**src/rtl/mem_drain_streamer.sv**
```systemverilog
// mem_drain_streamer
// Drains the APB-loaded buffer RAM as a valid/ready stream once the wrapper
// raises its "last word written" level. The RAM has one cycle of read latency.
// Read data lands in a 2-entry output FIFO, and a credit rule keeps that FIFO
// from overflowing.
// Optional feature macro: DRAIN_CHECKSUM_EN. When it is defined, a running
// mod-2**DATA_WIDTH sum of the handshaken beats is kept. When it is not
// defined, checksum is tied to zero.
module mem_drain_streamer #(
    parameter int DATA_WIDTH = 8,
    parameter int ADDR_WIDTH = 6
) (
    input  logic                  PCLK,
    input  logic                  PRESETN,
    input  logic                  start_i,
    output logic                  ram_rd_en,
    output logic [ADDR_WIDTH-1:0] ram_raddr,
    input  logic [DATA_WIDTH-1:0] ram_rdata,
    output logic                  m_valid,
    output logic [DATA_WIDTH-1:0] m_data,
    output logic                  m_last,
    input  logic                  m_ready,
    output logic                  busy,
    output logic                  done_irq,
    output logic                  overrun_err,
    output logic [DATA_WIDTH-1:0] checksum
);

    localparam logic [1:0] ST_IDLE  = 2'd0;
    localparam logic [1:0] ST_RUN   = 2'd1;
    localparam logic [1:0] ST_FLUSH = 2'd2;

    logic [1:0]            state;
    logic [ADDR_WIDTH-1:0] addr;
    logic                  start_q;
    logic                  start_edge;
    logic                  addr_is_last;
    logic                  last_hs;

    // read issued in the previous cycle; its data is on ram_rdata now
    logic                  rd_vld_p1;
    logic                  rd_last_p1;

    logic [1:0]            fifo_count;
    logic                  wr_ptr;
    logic                  rd_ptr;
    logic [DATA_WIDTH-1:0] fifo_data [2];
    logic                  fifo_last [2];

    logic                  push;
    logic                  pop;
    logic [2:0]            occupancy;
    logic                  credit_ok;
    logic                  issue;
    logic                  drain_done;

    // Edge detect, read credit, stream head and completion decode
    always_comb begin
        start_edge   = start_i & ~start_q;
        addr_is_last = (addr == {ADDR_WIDTH{1'b1}});

        m_valid      = (fifo_count != 2'd0);
        pop          = m_valid & m_ready;
        push         = rd_vld_p1;

        // words already held plus the word about to land, minus the one leaving now
        occupancy    = {1'b0, fifo_count} + {2'b00, rd_vld_p1} - {2'b00, pop};
        credit_ok    = (occupancy < 3'd2);
        issue        = (state == ST_RUN) && credit_ok;

        ram_rd_en    = issue;
        ram_raddr    = addr;

        // gate the head so an empty FIFO always presents zero data
        m_data       = m_valid ? fifo_data[rd_ptr] : '0;
        m_last       = m_valid & fifo_last[rd_ptr];

        drain_done   = (state == ST_FLUSH) && !rd_vld_p1 &&
                       (fifo_count == 2'd0) && last_hs;
        done_irq     = drain_done;
        busy         = (state != ST_IDLE);
    end

    // Drain FSM: address sequencing and last-handshake tracking
    always_ff @(posedge PCLK or negedge PRESETN) begin
        if (!PRESETN) begin
            state   <= ST_IDLE;
            addr    <= '0;
            last_hs <= 1'b0;
        end else begin
            case (state)
                ST_IDLE: begin
                    if (start_edge) begin
                        state   <= ST_RUN;
                        addr    <= '0;
                        last_hs <= 1'b0;
                    end
                end
                ST_RUN: begin
                    if (issue) begin
                        addr <= addr + ADDR_WIDTH'(1);
                        if (addr_is_last) begin
                            state <= ST_FLUSH;
                        end
                    end
                end
                ST_FLUSH: begin
                    if (drain_done) begin
                        state <= ST_IDLE;
                    end
                end
                default: state <= ST_IDLE;
            endcase
            if (pop && m_last) begin
                last_hs <= 1'b1;
            end
        end
    end

    // Start level history and the overrun pulse
    always_ff @(posedge PCLK or negedge PRESETN) begin
        if (!PRESETN) begin
            start_q     <= 1'b0;
            overrun_err <= 1'b0;
        end else begin
            start_q     <= start_i;
            overrun_err <= start_edge & busy;
        end
    end

    // ---- stage p0 -> p1: RAM read issued, tag travels with it ----
    // In-flight read tracking; reset discards any outstanding read
    always_ff @(posedge PCLK or negedge PRESETN) begin
        if (!PRESETN) begin
            rd_vld_p1  <= 1'b0;
            rd_last_p1 <= 1'b0;
        end else begin
            rd_vld_p1  <= issue;
            rd_last_p1 <= issue & addr_is_last;
        end
    end

    // ---- stage p1 -> FIFO: landed read data is captured ----
    // FIFO pointers and occupancy
    always_ff @(posedge PCLK or negedge PRESETN) begin
        if (!PRESETN) begin
            wr_ptr     <= 1'b0;
            rd_ptr     <= 1'b0;
            fifo_count <= 2'd0;
        end else begin
            if (push) begin
                wr_ptr <= ~wr_ptr;
            end
            if (pop) begin
                rd_ptr <= ~rd_ptr;
            end
            case ({push, pop})
                2'b10:   fifo_count <= fifo_count + 2'd1;
                2'b01:   fifo_count <= fifo_count - 2'd1;
                default: fifo_count <= fifo_count;
            endcase
        end
    end

    // FIFO storage; contents are qualified by the pointers so no reset is needed
    always_ff @(posedge PCLK) begin
        if (push) begin
            fifo_data[wr_ptr] <= ram_rdata;
            fifo_last[wr_ptr] <= rd_last_p1;
        end
    end

`ifdef DRAIN_CHECKSUM_EN
    // Running sum of handshaken beats, restarted on each drain start
    always_ff @(posedge PCLK or negedge PRESETN) begin
        if (!PRESETN) begin
            checksum <= '0;
        end else if ((state == ST_IDLE) && start_edge) begin
            checksum <= '0;
        end else if (pop) begin
            checksum <= checksum + m_data;
        end
    end
`else
    assign checksum = '0;
`endif

endmodule

```
**config.mk**
```make
export PLATFORM = sky130hd
export DESIGN_NAME = mem_drain_streamer
export DESIGN_NICKNAME = d
export VERILOG_FILES = /design/src/rtl/mem_drain_streamer.sv
export SDC_FILE = /design/constraint.sdc
export NUM_CORES = 1
export LEC_CHECK = 0
export CORE_AREA = 2 2 58 60
export CTS_BUF_LIST = sky130_fd_sc_hd__clkbuf_8
export DETAILED_ROUTE_END_ITERATION = 16
export DIE_AREA = 0 0 60 62
export PLACE_DENSITY_LB_ADDON = 0.25
export RECOVER_POWER = 100
export SYNTH_ARGS = -nofsm -noshare
export SYNTH_HDL_FRONTEND = slang
export SYNTH_SLANG_ARGS = --single-unit
```
**constraint.sdc**
```tcl
create_clock -name PCLK -period 7.13 [get_ports PCLK]
set_input_delay 1.426 -clock PCLK [delete_from_list [all_inputs] [get_ports PCLK]]
set_output_delay 1.426 -clock PCLK [all_outputs]
set_load 0.02 [all_outputs]
```
==> impl_metrics.csv, run 1 <==
group,metric,value,unit
timing,slew_viol_final,0,
grt,grt.total_usage,17.8,%
layout,diodes,0,
timing,setup_tns,0,ns
synthesis,ys_types,34,
synthesis,synthAdderAreaFrac,2.81,%
power,swShare,40.7,%
synthesis,yosys-top-cells-count,"edfxtp_1 (18), dfrtp_1 (17), mux2i_1 (13), nor2_1 (13)",
timing,setup-violations-final,0,
synthesis,syn_area_per_cell,12.5,um^2
drt,drt_iter0_drc,23,
worst_setup_path,crit_required,5.70,ns
worst_setup_path,crit_arrival,4.23,ns
synthesis,synth_flop_cell,"edfxtp_1",
clock_network,holdBufCountCts,0,
worst_setup_path,start_kind,"input port",
synthesis,synth_edf_count,18,
synthesis,synthXorXnorAreaFrac,3.20,%
synthesis,ys_top_cells_by_area,"edfxtp_1 (34%), dfrtp_1 (27%), mux2i_1 (8.1%), buf_4 (3.8%), nor2_1 (3.0%)",
timing,grt_setup_unrepaired,"no",
layout,areaGrowthSynthToFinish,24.4,%
grt,grt_pass1_wl,4600,um
place,hpwl,2050,um
clock_network,clock_latency,0.28,ns
worst_setup_path,criticalPathCategory,"in -> out",
power,power.share.sequential,38.6,%
worst_setup_path,slowest_stage,"dlygate4sd3_1",
place,gp_congestion,0.830,
floorplan,placementRows,21,
power,power_frac_comb,46.6,%
worst_setup_path,cp-end-kind,"primary output",
clock_network,cts_made_buffers,5,
drt,wire_per_inst,13.4,um
power,p_per_area,430,nW/um^2
worst_setup_path,path_cells,"dlygate4sd3_1 > o21ai_0 > or2_2 > inv_1 > fa_1 > xor2_1 > nor2_1 > dlygate4sd3_1",
place,io_buffers,31,
drt,routed_wirelength,2780,um
worst_setup_path,cp.buffers_inverters,3,
timing,tightest_slew,0.808,ns
synthesis,synth_top_area_cell,"edfxtp_1",
power,switchingPower,0.000349,W
clock_network,htreeDepth,2,
floorplan,die_y,62,um
clock_network,clk_pin_slew_worst_paths,0.06,ns
floorplan,die_area,3720,um^2
synthesis,syn_inst,128,
grt,grt_start_max_net_pins,18,
timing,hold_viol,0,
worst_setup_path,path_delay_family,"buffers and inverters",
synthesis,synth_top_family_by_area,"simple AND/OR/NAND/NOR gates",
timing,period_needed,5.65,ns
clock_network,cts_root_buf,"clkbuf_8",
synthesis,yosysMostFrequentCell,"edfxtp_1",
synthesis,synth_compound_area_share,5.16,%
grt,grt.overflow.total,0,
worst_setup_path,critPathMaxFanout,9,
synthesis,netlist_area,1600,um^2
timing,worst_slew_margin_rel,46.0,%
timing,fin_skew,0.00640,ns
timing,post-route-period-util,79.3,%
worst_setup_path,slowest_delay,0.70,ns
drt,drt-vias-per-instance,4.99,
clock_network,postCtsSetupRepairBufs,0,
layout,ff_latch_area,966,um^2
job,maxCapViolations,0,
layout,drive_gt1_share,6.17,%
clock_network,cts_tree,"built",
clock_network,cts_buffer_depth,2,
timing,clock.fmax,0.177,GHz
clock_network,cts.sinks,35,
drt,ant_nets,0,
layout,fill_cells,251,
floorplan,io_pins,40,
layout,multiInputGateArea,554,um^2
synthesis,yosysWarningCount,0,
clock_network,cts.repair.resized,0,
drt,firstDrtPassIters,4,
power,ir_worst_vdd,0.300,mV
drt,drc,0,
floorplan,core,3180,um^2
floorplan,start_util,50.4,%
power,p_int,0.000509,W
drt,via_count,1037,
synthesis,synth_mux_area_share,8.13,%
power,clkPwrFrac,14.8,%
timing,whs,0.473,ns
power,leakage,0.853,nW
worst_hold_path,hold_path_class,"reg -> reg",
layout,fin_nets,176,
floorplan,fp.dieW,60,um
outcome,run_status,"finished clean",
synthesis,yosys.area_share.simple,13.9,%
worst_setup_path,critPathMostFrequentCell,"dlygate4sd3_1",
grt,antenna_found_initial,0,
grt,grt_pass1_vias,995,
synthesis,yosysSeqAreaShare,60.3,%
synthesis,ys_async_sr_fraction,48.6,%
synthesis,yosysTopAreaCellShare,33.8,%
synthesis,ys_ff_latch,35,
-- registers in the layout (all words and copies together), names as in the netlist --
| name | count |
|---|---|
| fifo_count | 2 |
| fifo_data | 16 |
| rd_last_p1 | 1 |
| last_hs | 1 |
| overrun_err | 1 |
| wr_ptr | 1 |
| fifo_last | 2 |
| rd_ptr | 1 |
| state | 2 |
| ram_raddr | 6 |
| push | 1 |
| start_q | 1 |
-- per-stage QoR --
step | area (um^2) | total power [W] | instances | setup slack [ns] | utilization, %
after floorplan | 1630 | 0.000604 | 135 | 2.86 | -
after global placement | 1920 | 0.000752 | 200 | 1.79 | 60.3
after detailed placement | 1920 | 0.000769 | 200 | 1.70 | 60.3
after CTS | 2000 | 0.000900 | 208 | 1.69 | 62.9
after global routing | 1990 | 0.000923 | 208 | 1.25 | 62.7
final | 1990 | 0.000857 | 208 | 1.48 | 62.7
-- power by group through the flow --
stage	registers [W]	logic (W)	clock network [W]
6_report	0.000331	0.000400	0.000127
5_1_grt	0.000341	0.000441	0.000141
4_1_cts	0.000333	0.000435	0.000132
3_5_place_dp	0.000337	0.000432	0
3_3_place_gp	0.000333	0.000419	0
2_1_floorplan	0.000329	0.000275	0
-- placed cells by master (no fill, tap or decap) --
cell | Yosys | layout
or4_1 | 2 | 2
dfrtp_1 | 17 | 17
or4b_1 | 1 | 1
nand2_1 | 8 | 8
nor3b_1 | 2 | 2
a22o_1 | 1 | 1
and2_0 | 0 | 1
o211ai_1 | 1 | 1
or2_2 | 2 | 2
edfxtp_1 | 18 | 18
nand3b_2 | 1 | 1
nand2b_1 | 3 | 3
a21boi_0 | 0 | 2
nand3_1 | 3 | 3
mux2i_1 | 13 | 13
xor2_1 | 3 | 4
inv_1 | 6 | 8
a221oi_1 | 1 | 1
nand3b_1 | 2 | 2
dlygate4sd3_1 | 0 | 31
clkinv_2 | 0 | 1
o31ai_1 | 2 | 2
nor2_1 | 13 | 13
nor2b_1 | 2 | 2
o21ai_0 | 2 | 2
fa_1 | 1 | 1
a31o_2 | 1 | 1
ha_1 | 2 | 2
o221ai_1 | 1 | 1
clkbuf_8 | 0 | 5
nor4_1 | 2 | 2
conb_1 | 1 | 8
xnor2_1 | 1 | 1
-- area by class of cell --
cell class / instances / share of cell area, %
flip-flops and latches: 35 / 48.5
multi-input cells: 82 / 27.8
repair buffers: 31 / 15.6
clock buffers: 5 / 3.45
well taps: 46 / 2.89
inverters: 6 / 1.13
clock inverters: 3 / 0.628
-- routing by layer --
layer / part of all wire [%] / track usage [%] / routed length [um] / vias up
met5: 0 / 0 / 0 / -
met4: 1.6 / 7.30 / 44 / 0
met3: 4.3 / 6.42 / 119 / 5
met2: 53 / 31.8 / 1480 / 33
met1: 41 / 19.3 / 1140 / 501
li1: - / - / - / 498
-- kinds of logic (layout without fill, tap and decap cells) --
group | Yosys count | count (layout)
other | 1 | 8
XOR/XNOR | 5 | 5
buffers and inverters | 18 | 45
adder cells (fa/ha/maj) | 3 | 3
AND/OR/NAND/NOR | 42 | 42
flip-flops | 35 | 35
multiplexers | 13 | 13
AO/OA/AOI/OAI | 11 | 11
-- final timing paths --
| kind | from | to | slack [ns] | depth (start not counted) |
|---|---|---|---|---|
| worst max register to register | fifo_count[1] | ram_raddr[4] | 4.62 | 7 |
| min in group asynchronous | PRESETN | overrun_err | 1.65 | 1 |
| worst min-delay path | rd_last_p1 | fifo_last[1] | 0.47 | 0 |
| worst min register to register | rd_last_p1 | fifo_last[1] | 0.47 | 0 |
| max in group asynchronous | PRESETN | ram_raddr[3] | 5.01 | 1 |
| worst max-delay path | m_ready | ram_rd_en | 1.48 | 8 |
No activity file was read; power rests on OpenSTA's default activity.
==> run 2: changes to the inputs <==
- CORE_AREA: 2 2 58 60 -> 2 2 63 65
- DIE_AREA: 0 0 60 62 -> 0 0 65 67
- clock period: 7.13 -> 5 ns (I/O delays scaled with it)
==> impl_metrics.csv, run 2 (synthesized netlist as in run 1, its figures left out) <==
group,metric,value,unit
drt,met3WireLength,198,um
grt,grt_start_max_net_pins,18,
power,p_int,0.000729,W
worst_setup_path,slowest_stage,"clkdlybuf4s50_1",
worst_setup_path,path_cells,"dlygate4sd3_1 > xor2_1 > nand2_1 > fa_1 > nand3b_2 > nor2_1 > clkdlybuf4s50_1",
power,ir_worst_vdd,0.424,mV
clock_network,cts_root_buf,"clkbuf_8",
timing,clock.fmax,0.215,GHz
worst_setup_path,cp.buffers_inverters,2,
timing,slew_viol_final,0,
worst_hold_path,hold_path_class,"reg -> reg",
layout,final_common_cell,"dlygate4sd3_1",
place,io_buffers,31,
job,maxCapViolations,0,
drt,via_count,1063,
floorplan,fp.dieW,65,um
worst_setup_path,cp-end-kind,"primary output",
drt,wire_per_inst,13.4,um
worst_setup_path,path_depth,7,
grt,grt.overflow.total,0,
clock_network,cts.repair.resized,0,
floorplan,core,3610,um^2
power,leakage,0.851,nW
timing,period_needed,4.66,ns
timing,post-route-period-util,93.2,%
timing,hold_viol,0,
outcome,run_status,"finished clean",
drt,route.met2.wl,1300,um
clock_network,cts_tree,"built",
grt,antenna_found_initial,0,
clock_network,clk_pin_slew_worst_paths,0.07,ns
layout,fin_util,55.3,%
floorplan,io_pins,40,
drt,drc,0,
grt,grt.total_usage,15.0,%
worst_setup_path,slowest_delay,0.67,ns
worst_setup_path,crit_required,4.00,ns
grt,grt_pass1_wl,4720,um
floorplan,die_y,67,um
drt,ant_nets,0,
drt,wl_met1,1230,um
drt,drt-vias-per-instance,5.06,
worst_setup_path,criticalPathCategory,"in -> out",
timing,worst_slew_margin_rel,46.4,%
floorplan,die_area,4360,um^2
clock_network,clock_latency,0.28,ns
layout,fin_nets,176,
timing,setup_tns,0,ns
power,power.share.sequential,38.3,%
timing,fin_skew,0.00411,ns
worst_setup_path,reg2reg_depth,7,
clock_network,cts_buffer_depth,2,
place,hpwl,1990,um
clock_network,postCtsSetupRepairBufs,0,
layout,diodes,0,
drt,firstDrtPassIters,4,
worst_setup_path,start_kind,"input port",
power,switchingPower,0.000508,W
place,gp_congestion,0.848,
layout,final_cell_mix,"dlygate4sd3_1 (30), edfxtp_1 (18), dfrtp_1 (17), nor2_1 (13), mux2i_1 (13)",
floorplan,placementRows,22,
floorplan,start_util,44.4,%
drt,drt_iter0_drc,44,
clock_network,holdBufCountCts,0,
power,power_frac_comb,46.4,%
worst_setup_path,critPathMaxFanout,8,
drt,routed_wirelength,2820,um
layout,fill_cells,313,
grt,grt_pass1_vias,1031,
power,swShare,41.1,%
layout,largest-register,"fifo_data",
worst_setup_path,crit_arrival,3.66,ns
worst_setup_path,path_delay_family,"buffers and inverters",
layout,drive_gt1_share,6.17,%
timing,grt_setup_unrepaired,"no",
clock_network,cts_made_buffers,5,
layout,largest_reg_flops,16,
worst_hold_path,whs_path_depth,0,
power,p_per_area,620,nW/um^2
clock_network,htreeDepth,2,
timing,setup-violations-final,0,
layout,areaGrowthSynthToFinish,24.5,%
clock_network,cts.sinks,35,
drt,top_layer,"met4",
timing,tightest_slew,0.802,ns
power,clkPwrFrac,15.3,%
[run 2: cell type report]
type                            instances  area [um^2]  share of cell area [%]
Sequential cell                        35          966                    48.4
Timing Repair Buffer                   31          310                    15.6
Clock buffer                            5         68.8                    3.45
Inverter                                6         22.5                    1.13
Multi-Input combinational cell         82          554                    27.8
Tap cell                               48         60.1                    3.01
Clock inverter                          3         12.5                   0.627
[run 2: layer usage]
metal	vias up	GRT usage, %
li1	500	-
met1	505	16.5
met2	44	24.4
met3	14	5.24
met4	0	10.4
met5	-	0
[run 2: worst reg2reg max path: stages (launching register included)]
cell      delay (ns)
dfrtp_1         0.47
o21ai_0         0.28
or2_2           0.17
inv_1           0.05
fa_1            0.54
nand3b_2        0.16
or4_1           0.49
a21boi_0        0.22
[run 2: path summary, 6_finish.rpt]
| check | startpoint | end | slack, ns |
|---|---|---|---|
| max | m_ready | ram_rd_en | 0.34 |
| min | rd_last_p1 | fifo_last[1] | 0.46 |
| max reg2reg | fifo_count[1] | ram_raddr[4] | 2.52 |
| min reg2reg | rd_last_p1 | fifo_last[1] | 0.46 |
| max in group asynchronous | PRESETN | last_hs | 3.30 |
| min in group asynchronous | PRESETN | rd_last_p1 | 1.23 |
[run 2: stage by stage]
stage / setup WS (ns) / instance area (um^2) / cells / hold slack (ns) / power, W
6_report: 0.338 / 1990 / 210 / 0.459 / 0.00124
5_1_grt: 0.178 / 1990 / 210 / 0.472 / 0.00133
4_1_cts: 0.430 / 2000 / 210 / 0.458 / 0.00129
3_5_place_dp: 0.442 / 1920 / 202 / 0.442 / 0.00110
3_3_place_gp: 0.512 / 1920 / 202 / 0.428 / 0.00108
2_1_floorplan: 1.59 / 1630 / 135 / 0.420 / 0.000862
[run 2: power by group through the flow]
stage          clock [W]  combinational (W)  sequential [W]
2_1_floorplan          0           0.000393        0.000469
3_3_place_gp           0           0.000603        0.000477
3_5_place_dp           0           0.000615        0.000480
4_1_cts         0.000194           0.000618        0.000477
5_1_grt         0.000207           0.000634        0.000486
6_report        0.000189           0.000574        0.000474
==> run 3: changes to the inputs <==
- CORE_AREA: 2 2 63 65 -> 2 2 72 57
- DIE_AREA: 0 0 65 67 -> 0 0 74 59
==> impl_metrics.csv, run 3 (synthesized netlist as in run 1, its figures left out) <==
group,metric,value,unit
worst_setup_path,crit_required,4.00,ns
clock_network,clk_pin_slew_worst_paths,0.07,ns
outcome,run_status,"finished clean",
drt,drc,0,
grt,grt.total_usage,15.6,%
floorplan,die_area,4370,um^2
clock_network,cts.repair.resized,0,
grt,antenna_found_initial,0,
timing,hold_viol,0,
timing,grt_setup_unrepaired,"no",
layout,final_common_cell,"dlygate4sd3_1",
floorplan,placementRows,19,
floorplan,core,3590,um^2
timing,worst_slew_margin_rel,44.4,%
layout,final_cell_mix,"dlygate4sd3_1 (30), edfxtp_1 (18), dfrtp_1 (17), nor2_1 (13), mux2i_1 (13)",
floorplan,io_pins,40,
layout,layoutNonFillerInstCount,214,
timing,setup_tns,0,ns
clock_network,cts_root_buf,"clkbuf_8",
clock_network,cts.sinks,35,
grt,grt_pass1_vias,1023,
worst_setup_path,critPathMostFrequentCell,"xor2_1",
drt,firstDrtPassIters,4,
worst_setup_path,path_cells,"dlygate4sd3_1 > xor2_1 > nand2_1 > fa_1 > xor2_1 > nor2_1 > clkdlybuf4s50_1",
drt,routed_wirelength,3040,um
grt,grt_pass1_wl,5000,um
clock_network,cts_buffer_depth,2,
worst_hold_path,hold_path_class,"reg -> reg",
layout,fill_cells,304,
drt,ant_nets,0,
drt,drt-vias-per-instance,4.89,
clock_network,htreeDepth,2,
grt,grt_start_max_net_pins,18,
power,p_per_area,641,nW/um^2
timing,post-route-period-util,93.4,%
floorplan,start_util,44.6,%
drt,wire_per_inst,14.2,um
timing,clock.fmax,0.214,GHz
floorplan,fp.dieW,74,um
drt,drt_iter0_drc,73,
floorplan,die_y,59,um
power,ir_worst_vdd,0.353,mV
worst_setup_path,slowest_stage,"dlygate4sd3_1",
place,post-place-cells,206,
layout,areaGrowthSynthToFinish,26.4,%
timing,slew_viol_final,0,
clock_network,cts_made_buffers,5,
place,io_buffers,31,
place,gp_congestion,0.791,
grt,grt.overflow.total,0,
timing,fin_skew,0.00789,ns
drt,via_count,1047,
clock_network,cts_tree,"built",
power,leakage,0.862,nW
layout,fin_nets,176,
timing,tightest_slew,0.832,ns
layout,diodes,0,
timing,setup_ws,0.328,ns
timing,setup-violations-final,0,
worst_setup_path,critPathMaxFanout,9,
worst_setup_path,slowest_delay,0.63,ns
worst_setup_path,start_kind,"input port",
layout,drive_gt1_share,6.17,%
place,hpwl,2130,um
worst_setup_path,criticalPathCategory,"in -> out",
place,pre_cts_slack,0.474,ns
worst_setup_path,cp-end-kind,"primary output",
clock_network,postCtsSetupRepairBufs,0,
layout,stdcell_area,2020,um^2
clock_network,clock_latency,0.28,ns
layout,largest-register,"fifo_data",
place,postPlaceCellArea,1930,um^2
worst_setup_path,crit_arrival,3.67,ns
clock_network,holdBufCountCts,0,
layout,largest_reg_flops,16,
timing,period_needed,4.67,ns
layout,ff_latch_area,966,um^2
job,maxCapViolations,0,
layout,multiInputGateArea,554,um^2
## run 3: cell type report
cell class | instances | area share (%)
flip-flops and latches | 35 | 47.7
multi-input cells | 82 | 27.4
repair buffers | 31 | 15.3
clock buffers | 5 | 3.40
well taps | 52 | 3.21
clock inverters | 3 | 1.85
inverters | 6 | 1.11
## run 3: per-layer routing
| metal | vias up | global-route usage, % | wire [um] |
|---|---|---|---|
| met5 | - | 0 | 0 |
| met4 | 0 | 4.94 | 36 |
| met3 | 6 | 4.76 | 180 |
| li1 | 496 | - | - |
| met1 | 509 | 22.1 | 1420 |
| met2 | 36 | 23.2 | 1400 |
## run 3: worst paths after layout
kind                           endpoint  cells past startpoint     startpoint  slack, ns
setup / recovery              ram_rd_en                      7        m_ready       0.33
hold / removal             fifo_last[0]                      0     rd_last_p1       0.45
setup reg to reg           ram_raddr[3]                      7  fifo_count[1]       2.50
hold reg to reg            fifo_last[0]                      0     rd_last_p1       0.45
max in group asynchronous  ram_raddr[5]                      1        PRESETN       3.26
min in group asynchronous    rd_last_p1                      1        PRESETN       1.24
## run 3: through the flow
step | hold slack, ns | utilization (%) | total power, W
after floorplan | 0.420 | - | 0.000862
after global placement | 0.427 | 53.6 | 0.00108
after detailed placement | 0.440 | 53.6 | 0.00110
after CTS | 0.457 | 56.6 | 0.00135
after global routing | 0.476 | 56.4 | 0.00139
final | 0.453 | 56.4 | 0.00130
## run 3: power breakdown
part | total, W | switching [W] | internal (W)
Clock | 0.000242 | 0.0000968 | 0.000145
Sequential | 0.000476 | 0.0000857 | 0.000390
Combinational | 0.000580 | 0.000334 | 0.000246
## run 3: worst max-delay path, delay by kind of cell
kind,cells,cell delay (ns)
buffers and inverters,2,1.21
XOR/XNOR,2,0.73
adder cells (fa/ha/maj),1,0.39
AND/OR/NAND/NOR,2,0.35
